## config.mk

```make
export PLATFORM = sky130hd
export DESIGN_NAME = tone_osc_flat
export DESIGN_NICKNAME = d
export VERILOG_FILES = /design/src/rtl/tone_osc_if.sv /design/src/rtl/tone_osc.sv /design/src/flat_wrapper.sv
export SDC_FILE = /design/constraint.sdc
export NUM_CORES = 1
export LEC_CHECK = 0
export BUFFER_PORTS_ARGS = -buffer_cell sky130_fd_sc_hd__buf_2
export CAP_MARGIN = 20
export CORE_MARGIN = 1
export CORE_UTILIZATION = 50
export DETAILED_ROUTE_END_ITERATION = 10
export PLACE_DENSITY = 0.77
export SYNTH_ARGS = -nofsm -noshare
export SYNTH_HDL_FRONTEND = slang
export SYNTH_SLANG_ARGS = --single-unit
```

## constraint.sdc

```tcl
create_clock -name clk -period 7.5 [get_ports clk]
set_clock_uncertainty 0.1 [all_clocks]
set_input_delay 0.375 -clock clk [delete_from_list [all_inputs] [get_ports clk]]
set_output_delay 0.375 -clock clk [all_outputs]
set_load 0.02 [all_outputs]
```

## src/rtl/tone_osc_if.sv

```systemverilog
// Connection between the tone lookup and the square-wave oscillator.
// The lookup drives en/period; the oscillator drives the waveform and status.
interface tone_osc_if #(
    parameter int PERIOD_W = 16
);
    // en and period are level signals with no ready: the oscillator samples them
    // only at a waveform-cycle boundary (or in IDLE), and ignores them otherwise.
    logic                en;
    logic [PERIOD_W-1:0] period;
    logic                wave_out;
    logic                cycle_start;
    logic                active;
    logic [PERIOD_W-1:0] active_period;

    modport master (
        output en,
        output period,
        input  wave_out,
        input  cycle_start,
        input  active,
        input  active_period
    );

    modport slave (
        input  en,
        input  period,
        output wave_out,
        output cycle_start,
        output active,
        output active_period
    );
endinterface

```

## src/rtl/tone_osc.sv

```systemverilog
// 50%-duty square-wave oscillator; period changes take effect only at cycle
// boundaries so the output never shows a runt pulse.
module tone_osc #(
    parameter int PERIOD_W   = 16,
    parameter int MIN_PERIOD = 2
) (
    input  logic        clk,
    input  logic        rst_n,
    tone_osc_if.slave   bus,
    output logic        state_dbg
);

    typedef enum logic {
        IDLE = 1'b0,
        RUN  = 1'b1
    } state_t;

    localparam logic [PERIOD_W-1:0] ONE   = PERIOD_W'(1);
    localparam logic [PERIOD_W-1:0] MIN_P = PERIOD_W'(MIN_PERIOD);

    state_t              state_q, state_d;
    logic [PERIOD_W-1:0] cnt_q, cnt_d;
    logic [PERIOD_W-1:0] ap_q, ap_d;
    logic                wave_q, wave_d;
    logic                cs_q, cs_d;
    logic                act_q, act_d;

    logic                valid;
    logic [PERIOD_W-1:0] high_len;
    logic [PERIOD_W-1:0] last_cnt;
    logic [PERIOD_W-1:0] cnt_inc;

    assign valid    = bus.en && (bus.period >= MIN_P);
    assign high_len = ap_q - (ap_q >> 1);
    // ap_q >= MIN_PERIOD whenever RUN, so last_cnt never underflows there.
    assign last_cnt = ap_q - ONE;
    assign cnt_inc  = cnt_q + ONE;

    always_comb begin
        state_d = state_q;
        cnt_d   = cnt_q;
        ap_d    = ap_q;
        wave_d  = 1'b0;
        cs_d    = 1'b0;
        act_d   = act_q;
        case (state_q)
            IDLE: begin
                cnt_d = '0;
                act_d = 1'b0;
                if (valid) begin
                    state_d = RUN;
                    ap_d    = bus.period;
                    wave_d  = 1'b1;
                    cs_d    = 1'b1;
                    act_d   = 1'b1;
                end
            end
            RUN: begin
                if (cnt_q == last_cnt) begin
                    cnt_d = '0;
                    if (valid) begin
                        ap_d   = bus.period;
                        wave_d = 1'b1;
                        cs_d   = 1'b1;
                    end else begin
                        state_d = IDLE;
                        act_d   = 1'b0;
                    end
                end else begin
                    cnt_d  = cnt_inc;
                    wave_d = (cnt_inc < high_len);
                end
            end
            default: begin
                state_d = IDLE;
                cnt_d   = '0;
                act_d   = 1'b0;
            end
        endcase
    end

    always_ff @(posedge clk or negedge rst_n) begin
        if (!rst_n) begin
            state_q <= IDLE;
            cnt_q   <= '0;
            ap_q    <= '0;
            wave_q  <= 1'b0;
            cs_q    <= 1'b0;
            act_q   <= 1'b0;
        end else begin
            state_q <= state_d;
            cnt_q   <= cnt_d;
            ap_q    <= ap_d;
            wave_q  <= wave_d;
            cs_q    <= cs_d;
            act_q   <= act_d;
        end
    end

    assign bus.wave_out      = wave_q;
    assign bus.cycle_start   = cs_q;
    assign bus.active        = act_q;
    assign bus.active_period = ap_q;
    assign state_dbg         = (state_q == RUN);

endmodule
```

## src/flat_wrapper.sv

```systemverilog
// flat-port wrapper written by rule: the top's interface ports become plain ports
module tone_osc_flat 
#(
    parameter int PERIOD_W   = 16,
    parameter int MIN_PERIOD = 2
)
  (clk, rst_n, state_dbg, bus_en, bus_period, bus_wave_out, bus_cycle_start, bus_active, bus_active_period);
  tone_osc_if #(.PERIOD_W(PERIOD_W)) bus_i ();
  input  logic clk;
  input  logic rst_n;
  output logic state_dbg;
  input wire logic [$bits(bus_i.en)-1:0] bus_en;
  input wire logic [$bits(bus_i.period)-1:0] bus_period;
  output wire logic [$bits(bus_i.wave_out)-1:0] bus_wave_out;
  output wire logic [$bits(bus_i.cycle_start)-1:0] bus_cycle_start;
  output wire logic [$bits(bus_i.active)-1:0] bus_active;
  output wire logic [$bits(bus_i.active_period)-1:0] bus_active_period;
  assign bus_i.en = bus_en;
  assign bus_i.period = bus_period;
  assign bus_wave_out = bus_i.wave_out;
  assign bus_cycle_start = bus_i.cycle_start;
  assign bus_active = bus_i.active;
  assign bus_active_period = bus_i.active_period;
  tone_osc #(.PERIOD_W(PERIOD_W), .MIN_PERIOD(MIN_PERIOD)) u_core (.clk(clk), .rst_n(rst_n), .bus(bus_i), .state_dbg(state_dbg));
endmodule
```

[Word level (Yosys, flattened, before mapping)]
Cells that the tools add are included.
Storage, ports and cells
  bits in registers: 36
  input bits: 19
  output and inout bits: 20
  logic and storage cells: 32
Operators by class
  $add $sub $neg: 3
  magnitude comparators: 2
  equal/unequal tests: 3
  multiplexer cells: 15
  bitwise gates (word level): 1
  reduce and logical (&&, ||, !) cells: 2
Operators by type and width (count)
  16-bit case mux with 2 select lines: 2
  16-bit two-way mux: 3
  16-bit by 1-bit adder with 16-bit output (second input constant): 1
  16-bit equality test: 1
  16-bit by 2-bit greater-or-equal comparator with 1-bit output (second input constant): 1
  16-bit less-than comparator: 1
  16-bit by 1-bit subtractor with 16-bit output (second input constant): 1
  16-bit by 15-bit subtractor with 16-bit output: 1
  1-bit case mux with 2 select lines: 4
  1-bit two-way mux: 6
  2-bit != test (second input constant): 2
  2-bit AND reduction: 1
  1-bit logical AND: 1
  1-bit NOT: 1

[Logic depth before layout (Yosys ltp)]
  depth after elaboration: 5
  depth in mapped cells: 17

[Least setup slack after synthesis]
OpenSTA, ideal clock, no wires.
  kind: register -> register
  from: register u_core.ap_q[0], in the netlist u_core.bus.active_period[0]
  to: register u_core.wave_q, in the netlist u_core.bus.wave_out
  data arrival time: 3.162 ns
  required time: 7.305 ns
  setup slack: 4.142 ns
  stages on the path, launching flop included: 17
  buffers on the path: 0
  cells stage by stage: dfrtp_1 -> inv_1 -> ha_1 -> inv_1 -> fa_1 -> nor2b_1 -> o21ai_0 -> a21oi_1 -> o41a_1 -> a21boi_0 -> o31a_1 -> xor2_1 -> ha_1 -> a21o_1 -> a21oi_1 -> o21ai_0 -> o31ai_1
On the way
  cells in the longest elaborated chain, start to end: 4
  elaborated cells on any way between the ends: 6
  those cells by class: add/sub: 2; order compare: 1; eq/ne: 1; mux: 2
RTL lines
  from (decl): RTL line tone_osc.sv:23  | logic [PERIOD_W-1:0] ap_q, ap_d;
  from (signal assigned): RTL line tone_osc.sv:93  | ap_q <= ap_d;
  16-bit by 15-bit subtractor with 16-bit output or 16-bit by 1-bit subtractor with 16-bit output (tied branches): RTL line tone_osc.sv:34, tone_osc.sv:36
  16-bit less-than comparator or 16-bit equality test (tied branches): RTL line tone_osc.sv:71, tone_osc.sv:59
  1-bit two-way mux *: RTL line tone_osc.sv:59  | if (cnt_q == last_cnt) begin
  1-bit case mux with 2 select lines *: RTL line tone_osc.sv:46  | case (state_q)
  named net u_core.wave_d: RTL line tone_osc.sv:24  | logic wave_q, wave_d;
  to (signal assigned): RTL line tone_osc.sv:94  | wave_q <= wave_d;
  to (decl): RTL line tone_osc.sv:24
Mark *: on every way through the listed nets, which the timed path passes. The rest lies on a longest branch.
A chain may end at the register's enable or synchronous reset.

[Worst setup path in the final report]
Same ends and word-level chain as after synthesis.

==> summary.md <==
| Metric | Value |
|---|---|
| Status | completed |
| WS Path Type | reg -> reg |
| Ys Warns | 0 |
| Vias | 2631 |
| Final period util | 54.4% |
| WP buf/inv | 2 |
| Worst vdd ir | 0.109 mV |
| Worst slew margin | 34.0% |
| Hold_buf cts | 0 |
| Max clock buf depth | 2 |
| DRT Pass-1 Iters | 4 |
| Nets | 458 |
| Largest net degree at the start of global routing | 37 |
| Non-filler cells, final | 467 |
| Cell area after layout | 3650 µm² |
| First-pass GRT wire length | 12.8 mm |
| Clk root buf | clkbuf_8 |
| Resized cells post-CTS | 0 |
| CP cell instances | inv_1 -> ha_1 -> inv_1 -> fa_1 -> nor2b_1 -> o21ai_0 -> a21oi_1 -> o41a_1 -> a21boi_0 -> o31a_1 -> xor2_1 -> ha_1 -> a21o_1 -> a21oi_1 -> o21ai_0 -> o31ai_1 |
| Reg clk slew, reported paths | 80 ps |
| Unrepaired setup endpoints after global routing | false |
| DP Area | 3540 µm² |
| CP Max Fanout | 7 |
| Clk sinks | 36 |
| Post-Syn Instances | 347 |
| Final min period | 4080 ps |
| Most frequent cells in the layout | ha_1, buf_2, dfrtp_1 |
| GR Util All Layers | 23.3% |
| CP Data Arrival Time | 4130 ps |
| Hold WS | 65.2 ps |
| Number of enable flip-flop cells after synthesis | 0 |
| Nature of the critical path startpoint | register |
| I/O Pins | 39 |
| Placed cells | 459 |
| Core Rows | 29 |
| DRT Wirelength | 7.51 mm |
| Ys async rst share | 100% |
| Hold crit path type | in -> async |
| Initial Util | 51.5% |
| Post-synth top area share | 27.5% |
| CP max stage cell | dfrtp_1 |
| LEAKAGE | 1.83 nW |
| Slew Limit Fails | 0 |
| Pwr Density | 220 nW/µm² |
| P&R area growth vs syn | 11.4% |
| H-tree depth | 2 |
| Port Buf Inserts | 38 |
| Core area | 6350 µm² |
| Full die area | 6870 µm² |
| CP top delay family | compound AO/OA/AOI/OAI gates |
| Commonest non-fill, non-tap cell in the layout | ha_1 |
| Share of cells above drive strength 1 | 16.4% |
| Yosys reg bits | 36 |
| Width of the die | 82.9 µm |
| Ys flop type | dfrtp_1 |
| Setup Viol. Count Final | 0 |
| CP required | 7550 ps |
| Initial antenna violation count | 0 |
| Mapped Area | 3270 µm² |
| Final ANT Viol Nets | 0 |
| Drt wl/cell | 16.1 µm |
| Final setup margin | 3420 ps |
| Setup bufs post-CTS | 0 |
| Synth Area per Inst | 9.43 µm² |
| Slowest cell delay on critical path | 470 ps |
| Max_cap viols | 0 |
| Place WS | 3500 ps |
| Clk Latency, worst-skew pair | 290 ps |
| DPL Wire Length | 5.83 mm |
| Seq/Total Area, Yosys | 27.5% |
| Distinct cells, synth | 47 |
| Post-route DRC violation count | 0 |
| CTS tree | yes |
| Via/cell ratio | 5.63 |
| F_max | 0.245 GHz |
| Dominant cell type by area after synthesis | dfrtp_1 |
| DIE HEIGHT | 82.9 µm |
| Final Hold Viols | 0 |
| Worst slew pin tran | 989 ps |
| CTS Buf Count | 5 |
| Worst setup EP type | register |
| Largest cells by area after synthesis | dfrtp_1, ha_1, xnor2_1, xor2_1, inv_1 |
| Vias in the first global route | 2618 |
| Diode count | 0 |
| Net Count, Synth | 416 |
| Total Neg Setup Slack | 0 ps |
| GP Congestion | 0.874 |
| Drt first-iter violations | 133 |
| Total gr overflow | 0 |
==> cell families (layout without fill, tap and decap cells) <==
logic type | after synthesis | count (layout) | share of synthesized area [%]
mux | 13 | 13 | 5.28
buf+inv | 36 | 79 | 4.43
fa+ha+maj | 50 | 50 | 19.3
xor+xnor | 52 | 52 | 13.9
compound gates | 62 | 62 | 12.5
simple gates | 98 | 98 | 17.0
flops | 36 | 36 | 27.5
==> synth_stat cells (2+ instances only) <==
library cell,n
and3_1,5
dfrtp_1,36
nor3_1,7
o211ai_1,6
nor2b_1,18
mux2_2,6
xnor2_1,28
nand4_1,6
nand2_1,18
a21boi_0,2
buf_2,2
inv_1,33
ha_1,49
nor3b_1,4
nand3_1,9
nor4_1,7
o21bai_1,5
o2111ai_1,2
nor2_1,13
o21ai_0,11
xor2_1,24
a21oi_1,19
mux2_4,7
nand2b_1,2
a211oi_1,2
nand3b_1,2
a21o_1,4
==> metrics by stage <==
| stage | power (mW) | util [%] |
|---|---|---|
| after CTS | 0.801 | 57.4 |
| after global routing | 0.863 | 57.4 |
| after floorplan | 0.535 | - |
| final | 0.801 | 57.4 |
| after detailed placement | 0.624 | 55.7 |
| after global placement | 0.616 | 55.7 |
==> metal layers <==
| layer | share of wire (%) | up-vias | track usage [%] |
|---|---|---|---|
| li1 | - | 1288 | - |
| met3 | 4.8 | 16 | 3.88 |
| met2 | 48 | 71 | 39.9 |
| met4 | 2.3 | 0 | 7.52 |
| met5 | 0 | - | 0 |
| met1 | 45 | 1256 | 29.9 |
==> state kept, by name, indices dropped and copies added, names as in the netlist <==
name and flops:
u_core.bus.wave_out 1, u_core.bus.active 1, u_core.state_dbg 1, u_core.bus.cycle_start 1
u_core.bus.active_period 16, u_core.cnt_q 16
==> path summary, 6_finish.rpt <==
path / startpoint / endpoint / slack [ps] / cells after the start
max: u_core.bus.active_period[0]$_DFFE_PN0P_ / u_core.bus.wave_out$_DFF_PN0_ / 3420 / 16
min: rst_n / u_core.cnt_q[1]$_DFF_PN0_ / 70 / 1
min in group clk: bus_period[0] / u_core.bus.active_period[0]$_DFFE_PN0P_ / 220 / 2
min reg2reg: u_core.cnt_q[0]$_DFF_PN0_ / u_core.cnt_q[0]$_DFF_PN0_ / 450 / 1
max reg2reg: u_core.bus.active_period[0]$_DFFE_PN0P_ / u_core.bus.wave_out$_DFF_PN0_ / 3420 / 16
max in group asynchronous: rst_n / u_core.cnt_q[12]$_DFF_PN0_ / 6740 / 1
==> where the power goes <==
part / leakage [nW] / internal, mW / switching [mW]
Combinational: 1.33 / 0.169 / 0.195
Clock: 0.0552 / 0.0987 / 0.0719
Sequential: 0.444 / 0.220 / 0.0467
Total: 1.83 / 0.487 / 0.314
==> layout make-up <==
type                    count  area [µm²]
clock buffers               6        72.6
clock inverters             2        35.0
fillers                   542        2700
inverters                  33         124
multi-input cells         275        2230
flip-flops and latches     36         901
well taps                  77        96.3
repair buffers             38         190
No activity file was read; power rests on OpenSTA's default activity.
